**src/rtl/result_presenter.sv**
```systemverilog
// Presents a captured result on the LEDs one CW-bit word at a time, most significant word first.
// Optional auto-advance tick counter: define RESULT_PRESENTER_AUTOADV_EN.
module result_presenter #(
  parameter int DW         = 64,
  parameter int CW         = 16,
  parameter int AUTO_TICKS = 50_000_000
) (
  input  logic          clk,
  input  logic          rst,
  input  logic          res_valid,
  input  logic [DW-1:0] res_data,
  input  logic [1:0]    res_size,
  output logic          res_ready,
  input  logic          step,
  output logic [CW-1:0] leds,
  output logic [1:0]    chunk_idx,
  output logic          sign,
  output logic          busy,
  output logic          done
);

  typedef enum logic [0:0] {S_IDLE = 1'b0, S_SHOW = 1'b1} state_e;

  state_e        state_q, state_d;
  logic [DW-1:0] rdat_q, rdat_d;
  logic [CW-1:0] leds_q, leds_d;
  logic [1:0]    idx_q, idx_d;
  logic          sign_q, sign_d;
  logic          busy_q, busy_d;
  logic          done_q, done_d;
  logic          ready_q, ready_d;
  logic [1:0]    last_s;
  logic          adv_s;

  function automatic logic [CW-1:0] chunk_sel(input logic [DW-1:0] d, input logic [1:0] idx);
    case (idx)
      2'd0:    chunk_sel = d[CW-1:0];
      2'd1:    chunk_sel = d[2*CW-1:CW];
      2'd2:    chunk_sel = d[3*CW-1:2*CW];
      2'd3:    chunk_sel = d[4*CW-1:3*CW];
      default: chunk_sel = d[CW-1:0];
    endcase
  endfunction

  function automatic logic msb_at(input logic [DW-1:0] d, input logic [1:0] last);
    case (last)
      2'd0:    msb_at = d[CW-1];
      2'd1:    msb_at = d[2*CW-1];
      default: msb_at = d[4*CW-1];
    endcase
  endfunction

  // Size code 3 is treated as a full 64-bit result.
  always_comb begin
    case (res_size)
      2'd0:    last_s = 2'd0;
      2'd1:    last_s = 2'd1;
      default: last_s = 2'd3;
    endcase
  end

`ifdef RESULT_PRESENTER_AUTOADV_EN
  localparam int TW = (AUTO_TICKS > 1) ? $clog2(AUTO_TICKS) : 1;
  localparam logic [TW-1:0] TERM = TW'(AUTO_TICKS - 1);
  logic [TW-1:0] tick_q, tick_d;

  // A manual step and the terminal count together still advance only once.
  assign adv_s = step | (tick_q == TERM);

  always_comb begin
    tick_d = tick_q;
    if (state_q == S_SHOW && !adv_s) begin
      tick_d = tick_q + {{(TW-1){1'b0}}, 1'b1};
    end else begin
      tick_d = '0;
    end
  end

  always_ff @(posedge clk or posedge rst) begin
    if (rst) begin
      tick_q <= '0;
    end else begin
      tick_q <= tick_d;
    end
  end
`else
  assign adv_s = step;
`endif

  always_comb begin
    state_d = state_q;
    rdat_d  = rdat_q;
    leds_d  = leds_q;
    idx_d   = idx_q;
    sign_d  = sign_q;
    busy_d  = busy_q;
    done_d  = 1'b0;
    ready_d = ready_q;
    case (state_q)
      S_IDLE: begin
        // A step coinciding with capture is dropped so the first chunk is always shown.
        if (res_valid && ready_q) begin
          rdat_d  = res_data;
          idx_d   = last_s;
          leds_d  = chunk_sel(res_data, last_s);
          sign_d  = msb_at(res_data, last_s);
          busy_d  = 1'b1;
          ready_d = 1'b0;
          state_d = S_SHOW;
        end else begin
          ready_d = 1'b1;
        end
      end
      S_SHOW: begin
        if (adv_s) begin
          if (idx_q != 2'd0) begin
            idx_d  = idx_q - 2'd1;
            leds_d = chunk_sel(rdat_q, idx_q - 2'd1);
          end else begin
            done_d  = 1'b1;
            ready_d = 1'b1;
            busy_d  = 1'b0;
            state_d = S_IDLE;
          end
        end else begin
          ready_d = 1'b0;
        end
      end
      default: begin
        state_d = S_IDLE;
        busy_d  = 1'b0;
        ready_d = 1'b1;
      end
    endcase
  end

  always_ff @(posedge clk or posedge rst) begin
    if (rst) begin
      state_q <= S_IDLE;
      rdat_q  <= '0;
      leds_q  <= '0;
      idx_q   <= 2'd0;
      sign_q  <= 1'b0;
      busy_q  <= 1'b0;
      done_q  <= 1'b0;
      ready_q <= 1'b1;
    end else begin
      state_q <= state_d;
      rdat_q  <= rdat_d;
      leds_q  <= leds_d;
      idx_q   <= idx_d;
      sign_q  <= sign_d;
      busy_q  <= busy_d;
      done_q  <= done_d;
      ready_q <= ready_d;
    end
  end

  assign res_ready = ready_q;
  assign leds      = leds_q;
  assign chunk_idx = idx_q;
  assign sign      = sign_q;
  assign busy      = busy_q;
  assign done      = done_q;

endmodule

```
**config.mk**
```make
export PLATFORM = sky130hd
export DESIGN_NAME = result_presenter
export DESIGN_NICKNAME = d
export VERILOG_FILES = /design/src/rtl/result_presenter.sv
export SDC_FILE = /design/constraint.sdc
export NUM_CORES = 1
export LEC_CHECK = 0
export BUFFER_PORTS_ARGS = -buffer_cell sky130_fd_sc_hd__buf_2
export CAP_MARGIN = 40
export CORE_AREA = 2 2 124 78
export DETAILED_ROUTE_END_ITERATION = 8
export DIE_AREA = 0 0 126 80
export PLACE_DENSITY = 0.74
export SYNTH_ARGS = -nofsm -noshare
export SYNTH_HDL_FRONTEND = slang
export SYNTH_SLANG_ARGS = --single-unit
```
**constraint.sdc**
```tcl
create_clock -name clk -period 2.57 [get_ports clk]
set_clock_uncertainty 0.1 [all_clocks]
set_input_delay 0.257 -clock clk [delete_from_list [all_inputs] [get_ports clk]]
set_output_delay 0.257 -clock clk [all_outputs]
set_load 0.05 [all_outputs]
```
==> impl_metrics.yaml, run 1 <==
setup_path:
  crit_arrival_ps: 2300
  slowest_delay_ps: 620
  reg2reg_depth: 5
  worstSetupPathType: "register to register"
  path_cells: "inv_1 -> ha_1 -> and3b_1 -> or2_1 -> mux2i_1"
  slowest_stage: "or2_1"
  cp.required_ps: 2740
  endpoint_kind: "register"
  worst_setup_path_start_kind: "register"
  critPathMaxFanout: 18
final_layout:
  antenna_cells: 0
  drive_above_1_share: 0.235
  post-route-cell-area_um2: 5170
  area_delta_synth_final_pct: 21.4
  nets: 631
place:
  port_buffers: 91
  postPlaceCellArea_um2: 4780
  place.gp.congestion: 0.795
  hpwl_um: 7590
detailed_routing:
  wl_per_cell_um: 17.5
  drc: 0
  dr.pass1.iters: 5
  drt-vias-per-instance: 5.67
  vias: 3839
  postRouteAntennaNets: 0
  finalWirelength_um: 11800
  drt_iter0_drc: 333
cts:
  cts_tree: "built"
  htree_levels: 3
  clock_path_buffers: 2
  cts_made_buffers: 9
  cts_setup_buffers: 0
  clkLatencyLatePin_ps: 350
  clock-root-buffer: "clkbuf_16"
  clkSinkCount: 87
  cts.reportedPaths.clkPinSlew_ps: 70
die:
  die_w_um: 126
  fp.dieArea_um2: 10100
  fp.dieH_um: 80
  start_util: 0.478
  core_area_um2: 8920
  core.rowCount: 27
  ios: 92
power_and_ir_drop:
  peakVddDrop_mv: 0.715
  p_leak_nw: 2.68
  powerDensity_nw_per_um2: 1290
synth:
  synth_top_area_share: 0.505
  synth_area_leader_cell: "dfrtp_1"
  synth_cell_types: 28
  synth_edf_count: 0
  ys_ff_latch: 87
  synthArstFlopShare: 1.00
  yosysWarnings: 0
  synthTopCellsByCount: "nand2_1 (193), dfrtp_1 (86), o211ai_1 (18)"
  syn-instance-count: 474
  yosysMostFrequentCell: "nand2_1"
  synth_fp_nets: 549
  synthTopCellsByArea: "dfrtp_1 (51%), nand2_1 (17%), mux2_2 (4.2%), a22o_1 (3.3%), o221ai_1 (3.3%)"
  syn_area_per_cell_um2: 8.99
  ys_seq_area_frac: 0.511
  synth_area_um2: 4260
  synth_flop_cell: "dfrtp_1"
sta:
  tightest_slew_ps: 883
  hold_violations: 0
  hold_slack_ps: 5.99
  slew_headroom: 0.411
  maxSlewViolCount: 0
  fmax_mhz: 468
  final.min_clock_period_ps: 2140
  rsz0062_at_grt: "no"
  setup_tns_ps: 0
  setup_viol: 0
  fin_crit_sh: 0.831
global_routing:
  busiest_layer: "met2"
  grt_use_met2: 0.358
  grt_overflow: 0
  use_met1: 0.355
  grt_pass1_vias: 3748
  antenna_found_initial: 0
  grt_pass1_wl_um: 19300
  grt_max_degree: 83
  track_usage: 0.250
  grtUsageMet3: 0.0865
worst_hold_path:
  min_path_type: "input port to register"
  hold_depth: 3
job:
  drv_cap: 0
run_status:
  outcome: "completed"
## area by class of cell
type                    instances  area, um^2
clock inverters                 4        45.0
fillers                       815        3750
repair buffers                108         646
well taps                     116         145
clock buffers                  12         246
flip-flops and latches         87        2180
multi-input cells             344        1880
inverters                       6        26.3
## per-stage QoR
stage,total power (W),setup WS [ps],util,std cells
6_report,0.00665,433,0.580,677
5_1_grt,0.00710,318,0.580,677
4_1_cts,0.00666,199,0.580,677
3_5_place_dp,0.00533,224,0.536,651
3_3_place_gp,0.00520,363,0.536,651
2_1_floorplan,0.00455,517,-,474
## power by group
part           leakage (nW)  switching, W  internal, W
Clock                 0.146      0.000533     0.000775
Combinational          1.46       0.00195     0.000970
Sequential             1.07      0.000396      0.00203
Total                  2.68       0.00288      0.00377
## metal layers
layer	vias to the layer above	wire (um)
li1	1767	-
met1	1881	5430
met2	176	5050
met3	15	1150
met4	0	181
met5	-	0
## repair_timing
item,CTS,global route
endpoints found under the hold margin,64,0
gates resized for setup,0,1
endpoints found under the setup margin,0,1
hold buffers,10,0
## sequential cells by signal (all words and copies together), names as in the netlist
| signal | count |
|---|---|
| rdat_q | 64 |
| busy | 1 |
| state_q | 1 |
| res_ready | 1 |
| chunk_idx | 2 |
| leds | 16 |
| sign | 1 |
| done | 1 |
## layout by cell type, fill, tap and decap left out
| cell type | instances |
|---|---|
| a21o_1 | 16 |
| a21oi_1 | 3 |
| a22o_1 | 16 |
| a31oi_1 | 16 |
| and3_1 | 1 |
| and3b_1 | 1 |
| and3b_2 | 1 |
| buf_12 | 3 |
| buf_2 | 91 |
| buf_4 | 4 |
| bufinv_16 | 1 |
| clkbuf_1 | 2 |
| clkbuf_16 | 9 |
| clkbuf_8 | 1 |
| clkinv_1 | 1 |
| clkinv_2 | 3 |
| clkinvlp_4 | 1 |
| dfrtp_1 | 86 |
| dfstp_2 | 1 |
| dlygate4sd3_1 | 10 |
| ha_1 | 4 |
| ha_2 | 1 |
| inv_1 | 4 |
| mux2_2 | 16 |
| mux2i_1 | 1 |
| nand2_1 | 193 |
| nand2b_1 | 16 |
| nand3_1 | 1 |
| nand3b_1 | 1 |
| nor2_1 | 1 |
| nor2b_1 | 1 |
| nor3_1 | 16 |
| o211ai_1 | 18 |
| o21ai_0 | 4 |
| o221ai_1 | 16 |
| or2_1 | 1 |
## worst paths after layout
path                                    from      endpoint  slack [ps]
worst max-delay path            chunk_idx[0]  chunk_idx[1]         430
worst min-delay path            res_data[43]    rdat_q[43]           6
worst max register to register  chunk_idx[0]  chunk_idx[1]         430
worst min register to register    rdat_q[53]    rdat_q[53]         380
max in group asynchronous                rst    rdat_q[27]        1570
min in group asynchronous                rst    rdat_q[15]         260
## logic make-up after synthesis
| kind of cell | share of synthesized area |
|---|---|
| AND/OR/NAND/NOR | 0.225 |
| AO/OA/AOI/OAI | 0.157 |
| flip-flops | 0.511 |
| buffers and inverters | 0.0470 |
| multiplexers | 0.0447 |
| adder cells (fa/ha/maj) | 0.0147 |
## worst max-delay path: cells and delay by family (launching register included)
| kind | cells | cell delay, ps |
|---|---|---|
| buffers and inverters | 1 | 140 |
| multiplexers | 1 | 280 |
| flip-flops | 1 | 420 |
| AND/OR/NAND/NOR | 2 | 850 |
| adder cells (fa/ha/maj) | 1 | 260 |
No activity file was read; power rests on OpenSTA's default activity.
==> inputs of run 2 (changes only) <==
--- a/config.mk
+++ b/config.mk
@@ -5,11 +5,12 @@
 export SDC_FILE = /design/constraint.sdc
 export NUM_CORES = 1
 export LEC_CHECK = 0
+export ABC_AREA = 1
 export BUFFER_PORTS_ARGS = -buffer_cell sky130_fd_sc_hd__buf_2
 export CAP_MARGIN = 40
-export CORE_AREA = 2 2 124 78
+export CORE_AREA = 2 2 125 79
 export DETAILED_ROUTE_END_ITERATION = 8
-export DIE_AREA = 0 0 126 80
+export DIE_AREA = 0 0 127 81
 export PLACE_DENSITY = 0.74
 export SYNTH_ARGS = -nofsm -noshare
 export SYNTH_HDL_FRONTEND = slang
==> constraint.sdc (replaced) <==
create_clock -name clk -period 1.9 [get_ports clk]
set_clock_uncertainty 0.1 [all_clocks]
set_input_delay 0.19 -clock clk [delete_from_list [all_inputs] [get_ports clk]]
set_output_delay 0.19 -clock clk [all_outputs]
set_load 0.05 [all_outputs]
==> run 2 against run 1 <==
Combinational power increased by 36%; wire length increased by 18%; sequential power increased by 33%; register-to-register slack got worse by 300 ps; synthesized cell count increased by 31%; critical path type unchanged; critical endpoint is now leds[11].
==> impl_metrics.yaml, run 2 <==
final_layout:
  nets: 842
  area_delta_synth_final_pct: 36.2
  drive_above_1_share: 0.174
  top_register: "rdat_q"
  layout_common_cells: "nand2_1 (392), buf_2 (91), dfrtp_1 (84)"
  largest_reg_flops: 64
  layout_commonest_cell: "nand2_1"
  antenna_cells: 0
detailed_routing:
  vias: 4672
  finalWirelength_um: 14000
  dr.pass1.iters: 6
  postRouteAntennaNets: 0
  drt_iter0_drc: 594
  wl_per_cell_um: 15.7
  drc: 0
  drt-vias-per-instance: 5.24
cts:
  htree_levels: 3
  cts.reportedPaths.clkPinSlew_ps: 60
  clkSinkCount: 87
  cts_tree: "built"
  cts_made_buffers: 9
  clock-root-buffer: "clkbuf_16"
  clock_path_buffers: 2
  clkLatencyLatePin_ps: 340
setup_path:
  endpoint_kind: "register"
  crit_cells: 7
  slowest_stage: "ha_1"
  crit_path_end: "leds[11]"
  crit_arrival_ps: 1950
  cp-startpoint: "chunk_idx[0]"
  critPathMaxFanout: 16
  worstSetupPathType: "register to register"
  cp.required_ps: 2080
  critical_path.top_delay_family: "simple AND/OR/NAND/NOR gates"
  path_cells: "ha_1 -> nand2_1 -> nand2_1 -> o21ai_1 -> nand2_1 -> nand2_1 -> nand2_1"
  slowest_delay_ps: 550
  critPathBufInv: 0
  r2r_slack_ps: 140
  cpMostUsedCell: "nand2_1"
  worst_setup_path_start_kind: "register"
  regToRegStartpoint: "chunk_idx[0]"
  reg2reg_depth: 7
  r2r_end: "leds[11]"
die:
  core.rowCount: 28
  die_w_um: 127
  start_util: 0.469
  ios: 92
  fp.dieH_um: 81
  fp.dieArea_um2: 10300
  core_area_um2: 9320
global_routing:
  track_usage: 0.285
  antenna_found_initial: 0
  grt_pass1_vias: 4466
  grt_max_degree: 45
  grt_pass1_wl_um: 22400
  grt_overflow: 0
synth:
  synth_top_area_share: 0.492
  synth_cell_types: 18
  synthTopCellsByCount: "nand2_1 (392), dfrtp_1 (86), nand3_1 (32)"
  synth_area_um2: 4370
  synthTopCellsByArea: "dfrtp_1 (49%), nand2_1 (34%), nand3_1 (3.7%), nor2_1 (2.7%), buf_2 (2.1%)"
  ys_seq_area_frac: 0.498
  synth_flop_cell: "dfrtp_1"
  syn-instance-count: 620
  syn_area_per_cell_um2: 7.06
  synth_area_leader_cell: "dfrtp_1"
  ys_ff_latch: 87
  synthArstFlopShare: 1.00
  yosysMostFrequentCell: "nand2_1"
  synth_edf_count: 0
  yosysWarnings: 0
  synth_fp_nets: 695
worst_hold_path:
  min_path_type: "input port to register"
place:
  place.gp.congestion: 0.999
  port_buffers: 91
  hpwl_um: 9100
sta:
  fin_crit_sh: 0.929
  maxSlewViolCount: 0
  fmax_mhz: 567
  tightest_slew_ps: 611
  final.min_clock_period_ps: 1760
  rsz0062_at_grt: "no"
  hold_violations: 0
  slew_headroom: 0.592
  setup_tns_ps: 0
  setup_viol: 0
power_and_ir_drop:
  p_leak_nw: 3.34
  power_w: 0.00931
  peakVddDrop_mv: 0.723
  powerDensity_nw_per_um2: 1560
run_status:
  outcome: "completed"
job:
  drv_cap: 0
run 2: cell count changes in the layout (fill, tap and decap cells not counted), moves of 17 or more:
cell	delta
o211ai_1	-17
nand3_1	+31
nand2_1	+199
nor2_1	+30
dlygate4sd3_1	+55
run 2: report_power, final:
part	internal [W]	switching [W]
combinational	0.00126	0.00272
clock	0.00136	0.000748
sequential	0.00269	0.000537
run 2: cell type report:
type / instances / area, um^2
fillers: 788 / 3360
multi-input cells: 488 / 1970
clock buffers: 11 / 253
repair buffers: 171 / 1260
clock inverters: 5 / 104
well taps: 120 / 150
inverters: 10 / 41.3
flip-flops and latches: 87 / 2180
run 2: worst min path at each step:
stage            startpoint          to  slack, ps  cells past startpoint
5_1_grt        res_data[56]  rdat_q[56]         40                      3
3_5_place_dp            rst  rdat_q[44]        120                      2
6_report       res_data[56]  rdat_q[56]         30                      3
4_1_cts        res_data[56]  rdat_q[56]          3                      3
3_3_place_gp            rst  rdat_q[43]        110                      2
2_1_floorplan  res_data[45]  rdat_q[45]        210                      2
run 2: metrics by stage:
step	hold WS [ps]	instances	util	worst slack (ps)	cell area (um^2)
final	33.7	892	0.639	135	5960
after global routing	43.7	892	0.639	29.2	5960
after CTS	3.34	892	0.639	62.1	5950
after detailed placement	119	811	0.531	79.1	4950
after global placement	109	811	0.531	179	4950
after floorplan	207	620	-	124	4380
run 2: kinds of logic (layout without fill, tap and decap cells):
| group | count (synthesis) | count (layout) | share of synthesized area |
|---|---|---|---|
| adders and majority gates | 5 | 5 | 0.0143 |
| and+or+nand+nor | 458 | 458 | 0.405 |
| AOI/OAI and AO/OA | 25 | 25 | 0.0292 |
| DFF | 87 | 87 | 0.498 |
| buffers and inverters | 45 | 197 | 0.0532 |
run 2: worst min-delay path: cells and delay by family:
kind	cells	cell delay, ps
buffers and inverters	1	130
and+or+nand+nor	2	120
run 2: per-layer routing:
layer | up-vias | global-route usage | wire length, um
li1 | 2184 | - | -
met1 | 2139 | 0.393 | 6230
met2 | 296 | 0.417 | 5700
met3 | 53 | 0.110 | 1610
met4 | 0 | 0.0901 | 426
met5 | - | 0 | 0
run 2: repair_timing:
action / in CTS / in global routing
setup endpoints to repair: 0 / 16
setup buffers: 0 / 0
endpoints found under the hold margin: 80 / 0
gates resized for setup: 0 / 2
hold buffers: 65 / 0
